File: src/rtl/mux_scan_ctrl.sv
// rtl/mux_scan_ctrl.sv - four-channel scan sequencer driving mux41's select and sampling its Y output
//
// Steps S through D1..D4, holds each select for DWELL cycles, captures Y_in
// on the last dwell cycle of each channel and publishes all four bits as one
// snapshot when the scan completes.
//
// Optional feature macro: MUX_SCAN_CONT_EN (continuous back-to-back scans,
// adds the cont_stop input).
//
// Ports:
//   clk          system clock, rising edge
//   rst          synchronous active-high reset
//   start        scan request, honoured only while idle
//   cont_stop    (MUX_SCAN_CONT_EN only) end continuous scanning at next DONE
//   S            mux41 select (00=D1 .. 11=D4)
//   Y_in         mux41 Y output
//   busy         high while a scan is running, including the DONE cycle
//   done         one-cycle pulse while the new sample is first presented
//   sample       last completed scan, bit0=D1 .. bit3=D4
//   sample_valid high once any scan has completed since reset
module mux_scan_ctrl #(
    parameter int DWELL = 4,
    parameter int CNT_W = 8
) (
    input  logic       clk,
    input  logic       rst,
    input  logic       start,
`ifdef MUX_SCAN_CONT_EN
    input  logic       cont_stop,
`endif
    output logic [1:0] S,
    input  logic       Y_in,
    output logic       busy,
    output logic       done,
    output logic [3:0] sample,
    output logic       sample_valid
);

    typedef enum logic [1:0] {
        ST_IDLE  = 2'b00,
        ST_DWELL = 2'b01,
        ST_LAST  = 2'b10,
        ST_DONE  = 2'b11
    } state_t;

    localparam logic [CNT_W-1:0] RELOAD = CNT_W'(DWELL - 1);

    state_t           state_q, state_d;
    logic [1:0]       chan_q, chan_d;
    logic [CNT_W-1:0] cnt_q, cnt_d;
    // Only D1..D3 need holding; D4 is captured on the same edge that
    // loads the published sample.
    logic [2:0]       shadow_q, shadow_d;
    logic [3:0]       sample_q, sample_d;
    logic             valid_q, valid_d;
`ifdef MUX_SCAN_CONT_EN
    // Remembers a cont_stop seen anywhere during the current scan.
    logic             stop_q, stop_d;
`endif

    always_ff @(posedge clk) begin
        if (rst) begin
            state_q  <= ST_IDLE;
            chan_q   <= 2'b00;
            cnt_q    <= '0;
            shadow_q <= 3'b000;
            sample_q <= 4'h0;
            valid_q  <= 1'b0;
`ifdef MUX_SCAN_CONT_EN
            stop_q   <= 1'b0;
`endif
        end else begin
            state_q  <= state_d;
            chan_q   <= chan_d;
            cnt_q    <= cnt_d;
            shadow_q <= shadow_d;
            sample_q <= sample_d;
            valid_q  <= valid_d;
`ifdef MUX_SCAN_CONT_EN
            stop_q   <= stop_d;
`endif
        end
    end

    always_comb begin
        state_d  = state_q;
        chan_d   = chan_q;
        cnt_d    = cnt_q;
        shadow_d = shadow_q;
        sample_d = sample_q;
        valid_d  = valid_q;
        S        = 2'b00;
        busy     = 1'b0;
        done     = 1'b0;
`ifdef MUX_SCAN_CONT_EN
        stop_d   = (state_q == ST_IDLE) ? 1'b0 : (stop_q | cont_stop);
`endif

        case (state_q)
            ST_IDLE: begin
                chan_d = 2'b00;
                cnt_d  = '0;
                if (start) begin
                    state_d = ST_DWELL;
                    cnt_d   = RELOAD;
                end
            end

            ST_DWELL: begin
                S    = chan_q;
                busy = 1'b1;
                if (cnt_q == '0) begin
                    if (chan_q == 2'd3) begin
                        // Publish on entry to DONE so sample is already
                        // new while done is high.
                        state_d  = ST_DONE;
                        sample_d = {Y_in, shadow_q};
                        valid_d  = 1'b1;
                        cnt_d    = '0;
                    end else begin
                        case (chan_q)
                            2'd0:    shadow_d[0] = Y_in;
                            2'd1:    shadow_d[1] = Y_in;
                            default: shadow_d[2] = Y_in;
                        endcase
                        chan_d = chan_q + 2'd1;
                        cnt_d  = RELOAD;
                    end
                end else begin
                    cnt_d = cnt_q - CNT_W'(1);
                end
            end

            ST_DONE: begin
                busy    = 1'b1;
                done    = 1'b1;
                state_d = ST_IDLE;
                chan_d  = 2'b00;
`ifdef MUX_SCAN_CONT_EN
                if (!(stop_q || cont_stop)) begin
                    state_d = ST_DWELL;
                    cnt_d   = RELOAD;
                end
`endif
            end

            default: begin
                state_d = ST_IDLE;
            end
        endcase
    end

    assign sample       = sample_q;
    assign sample_valid = valid_q;

endmodule

File: config.mk
export PLATFORM = sky130hd
export DESIGN_NAME = mux_scan_ctrl
export DESIGN_NICKNAME = d
export VERILOG_FILES = /design/src/rtl/mux_scan_ctrl.sv
export SDC_FILE = /design/constraint.sdc
export NUM_CORES = 1
export LEC_CHECK = 0
export BUFFER_PORTS_ARGS = -buffer_cell sky130_fd_sc_hd__buf_2
export CAP_MARGIN = 20
export CORE_MARGIN = 3
export CORE_UTILIZATION = 56
export DETAILED_ROUTE_END_ITERATION = 8
export PLACE_DENSITY = 0.77
export SYNTH_ARGS = -nofsm -noshare
export SYNTH_HDL_FRONTEND = slang
export SYNTH_SLANG_ARGS = --single-unit
File: constraint.sdc
create_clock -name clk -period 2.4 [get_ports clk]
set_input_delay 0.12 -clock clk [delete_from_list [all_inputs] [get_ports clk]]
set_output_delay 0.12 -clock clk [all_outputs]
set_load 0.02 [all_outputs]
=== After elaboration in Yosys (flattened, before gate mapping) ===
Cells that the tools add are included.

* Bits in registers: 20
* Bits of input ports: 4
* Output and inout bits: 9
* Word-level logic and storage cells: 48

* Add/subtract/negate cells: 2
* Equal/unequal tests: 8
* Multiplexer cells: 14
* Bitwise logic cells: 2
* Reductions and logical operators: 14

{| class="wikitable"
|+ Operators with widths
! cell !! count
|-
| 2-to-1 mux 2 bit || 8
|-
| one-hot mux 8 bit (2 select lines) || 1
|-
| AND reduction 4 bit || 3
|-
| AND reduction 3 bit || 3
|-
| zero test 8 bit || 1
|-
| 2-to-1 mux 8 bit || 1
|-
| inequality test 2 bit, second input constant || 4
|-
| one-hot mux 2 bit (2 select lines) || 2
|-
| subtractor 8 x 1 -> 8 bit, second input constant || 1
|-
| OR reduction 2 bit || 3
|-
| == test 2 x 1 -> 1 bit, second input constant || 2
|-
| == test 2 bit, second input constant || 2
|-
| zero test 2 bit || 2
|-
| nonzero test 2 bit || 2
|-
| adder 2 x 1 -> 2 bit, second input constant || 1
|-
| 2-to-1 mux 1 bit || 2
|-
| inverter 1 bit || 2
|}

=== Longest topological paths before layout ===
* Word-level depth: 4
* Depth in mapped cells: 8

=== Worst setup path after synthesis ===
OpenSTA, ideal clock, no wires.

* Kind: reg2reg
* From: register cnt_q[0]
* To: register chan_q[0]
* Arrival: 1.725 ns
* Data required time: 2.268 ns
* Slack: 0.543 ns
* Cell stages (with the launch flop): 7
* Buffers on the path: 0
* Period minus slack after synthesis: 1.857 ns
* Path through: dfxtp_1 inv_1 ha_1 or4b_4 or4_1 o211ai_1 a21oi_1

* Word-level cells in the longest chain between the ends: 3

{| class="wikitable"
|+ Ends and longest elaborated chain
! what !! RTL line !! RTL
|-
| start, declared || 50 || <nowiki>logic [CNT_W-1:0] cnt_q, cnt_d;</nowiki>
|-
| start signal, assigned || 75 || <nowiki>cnt_q <= cnt_d;</nowiki>
|-
| zero test 8 bit || 112 || <nowiki>if (cnt_q == '0) begin</nowiki>
|-
| inequality test 2 bit (no source line) || -- ||
|-
| AND reduction 3 bit (no source line) || -- ||
|-
| end signal, assigned || 74 || <nowiki>chan_q <= chan_d;</nowiki>
|-
| end, declared || 49 || <nowiki>logic [1:0] chan_q, chan_d;</nowiki>
|}

No other way between the ends.
A chain may end at the register's enable or synchronous reset.

=== Worst setup path in the final report ===
Ends and elaborated chain as after synthesis.

==> impl_metrics.tcl <==
set metrics [dict create \
    h-tree-depth 1 \
    cp_data_arrival_time_ps 2230 \
    worst_setup_path_start_kind "flop" \
    overflow 0 \
    grt_pass1_wl_um 3788 \
    synthTopCellsByArea "dfxtp_1, ha_1, a21oi_1" \
    post-synth-top-count-cell "dfxtp_1" \
    end_kind "flop" \
    fin_area_sq_mm 0.001206 \
    diodes 0 \
    setup_viol 0 \
    dieArea_sq_mm 0.002481 \
    initialDrtViolationCount 22 \
    holdCritPathClass "in2reg" \
    power_density_mw_per_mm2 767.8 \
    clockRootBuffer "clkbuf_4" \
    synth_cells 125 \
    grtUsageMet2 0.3216 \
    dp_cells 158 \
    antenna_left 0 \
    clockBufferDepth 2 \
    dp_hpwl_um 1638 \
    synth_nets 137 \
    fmax_mhz 487.5 \
    syn_to_final_growth_pct 12.22 \
    wl_um 2309 \
    rsz0062_at_grt "no" \
    critPathMaxFanout 6 \
    fin_util 0.6837 \
    vdd.ir_drop.worst_v 0.0009852 \
    path_cells "inv_1, ha_1, or4b_4, or4_1, o211ai_1, a21oi_1" \
    vias 951 \
    worstMarginPinSlew_ps 570.3 \
    clk_pin_slew_ps 110 \
    post-place-ws_ps 384.9 \
    synth-seq-cells 20 \
    synth-xor-area-share 0.01630 \
    die-width_um 49.81 \
    fin_ws_ps 348.7 \
    cts_tree "done" \
    dpl_cell_area_sq_mm 0.001154 \
    drive_gt1_frac 0.1679 \
    worstSetupPathType "reg2reg" \
    cap_violations 0 \
    synth_commonest_cells "dfxtp_1, nor2_1, a21oi_1, inv_1, nand3_1" \
    synth_top_area_frac 0.3725 \
    skew_ps 7.389 \
    postCtsResizedCells 0 \
    core_sq_mm 0.001764 \
    fin_setup_tns_ps 0 \
    synth_area_per_cell_sq_um 8.598 \
    drc 0 \
    synthMuxAreaShare 0.04657 \
    maxSlewViolCount 0 \
    netlist.top_cell.by_area "dfxtp_1" \
    p_leak_nw 0.5251 \
    firstDrtPassIters 4 \
    grt_pass1_vias 856 \
    synth_edf_count 0 \
    io_buffers 12 \
    status "finished, final reports clean" \
    hold_viol 0 \
    ys_seq_area_frac 0.3725 \
    vias_per_cell 5.870 \
    rows 15 \
    antenna_found_initial 0 \
    nNetsFinal 150 \
    initial_core_util 0.6092 \
    holdBufCountCts 0 \
    ys_async_sr_fraction 0 \
    busiest_layer "met2" \
    grt_usage 0.1975 \
    met1_usage 0.2425 \
    synthesis.area_sq_mm 0.001075 \
    clk_latency_ps 300 \
    synth_top_family_by_area "simple AND/OR/NAND/NOR gates" \
    ys_types 32 \
    critical_path_required_ps 2580 \
    place_congestion 0.8925 \
    timing.final.crit_share 0.8547 \
    slowest_delay_ps 530 \
    slowest_stage "or4b_4" \
    grt_max_degree 22 \
    synth_adder_area_share 0.09313 \
    synth_compound_area_frac 0.1700 \
    ys_warn_count 0 \
    synth_simple_gate_area_frac 0.2515 \
    detail_route.wl_per_cell_um 14.25 \
    slew-limit-headroom 0.6169 \
    period_needed_ps 2051 \
    p_total_uw 926.1 \
    io_pins 13 \
    postCtsSetupBuffers 0 \
    dominantRegCellSynth "dfxtp_1" \
    cts.sinks 20 \
    holdWs_ps 97.22 \
    cts_made_buffers 3 \
    grt_util_met3 0.07251 \
    die_y_um 49.81 \
    finalNonFillerCells 162 \
]
==> power by group <==
part	total [mW]	internal (mW)	switching [mW]
combinational	0.275	0.0990	0.176
sequential	0.380	0.354	0.0253
clock	0.272	0.169	0.103
==> worst max-delay path, delay by kind of cell, from the launching register on <==
family | cells | cell delay, ps
flops | 1 | 350
simple gates | 2 | 1060
fa+ha+maj | 1 | 230
buf+inv | 1 | 70
compound gates | 2 | 230
==> per-layer routing <==
layer  share of wire  vias to the layer above
met4          0.0078                        0
li1                -                      476
met1            0.45                      443
met5               0                        -
met2            0.48                       30
met3           0.068                        2
==> kinds of logic (layout without fill, tap and decap cells) <==
kind of cell,count (synthesis),after routing
compound gates,28,28
xor+xnor,2,2
fa+ha+maj,8,8
buf+inv,14,26
flops,20,20
mux,5,5
simple gates,48,48
==> placed cells by master (no fill, tap or decap), drive strengths merged, types with 2 or more instances in the layout <==
cell type,Yosys,layout
a21boi,2,2
a21oi,11,11
a221oi,2,2
and3,3,3
buf,1,13
clkbuf,4,3
dfxtp,20,20
ha,8,8
inv,9,9
mux2i,5,5
nand2,8,8
nand3,9,9
nand4,3,3
nor2,12,12
nor3,3,3
o211ai,2,2
o21ai,4,4
o21ba,2,2
or3,3,3
xor2,2,2
==> path summary, 6_finish.rpt <==
path / start / slack [ps] / to / cells after the start
worst max-delay path: cnt_q[0]$_SDFFE_PP0P_ / 350 / chan_q[0]$_SDFFE_PP0P_ / 6
worst min-delay path: Y_in / 100 / shadow_q[2]$_SDFFE_PP0P_ / 3
worst max register to register: cnt_q[0]$_SDFFE_PP0P_ / 350 / chan_q[0]$_SDFFE_PP0P_ / 6
worst min register to register: sample_valid$_SDFFE_PP0P_ / 460 / sample_valid$_SDFFE_PP0P_ / 2
==> state kept, by name, summed over array words and instances (netlist names) <==
name	flops
sample	4
state_q	2
chan_q	2
sample_valid	1
cnt_q	8
shadow_q	3
==> area by class of cell <==
type                    instances  area [sq um]
repair buffers                 13         67.56
well taps                      25         31.28
flip-flops and latches         20         400.4
multi-input cells              91         620.6
fillers                       162         558.0
clock inverters                 1         30.03
clock buffers                   3         22.52
inverters                       9         33.78
No activity file was read; power rests on OpenSTA's default activity.
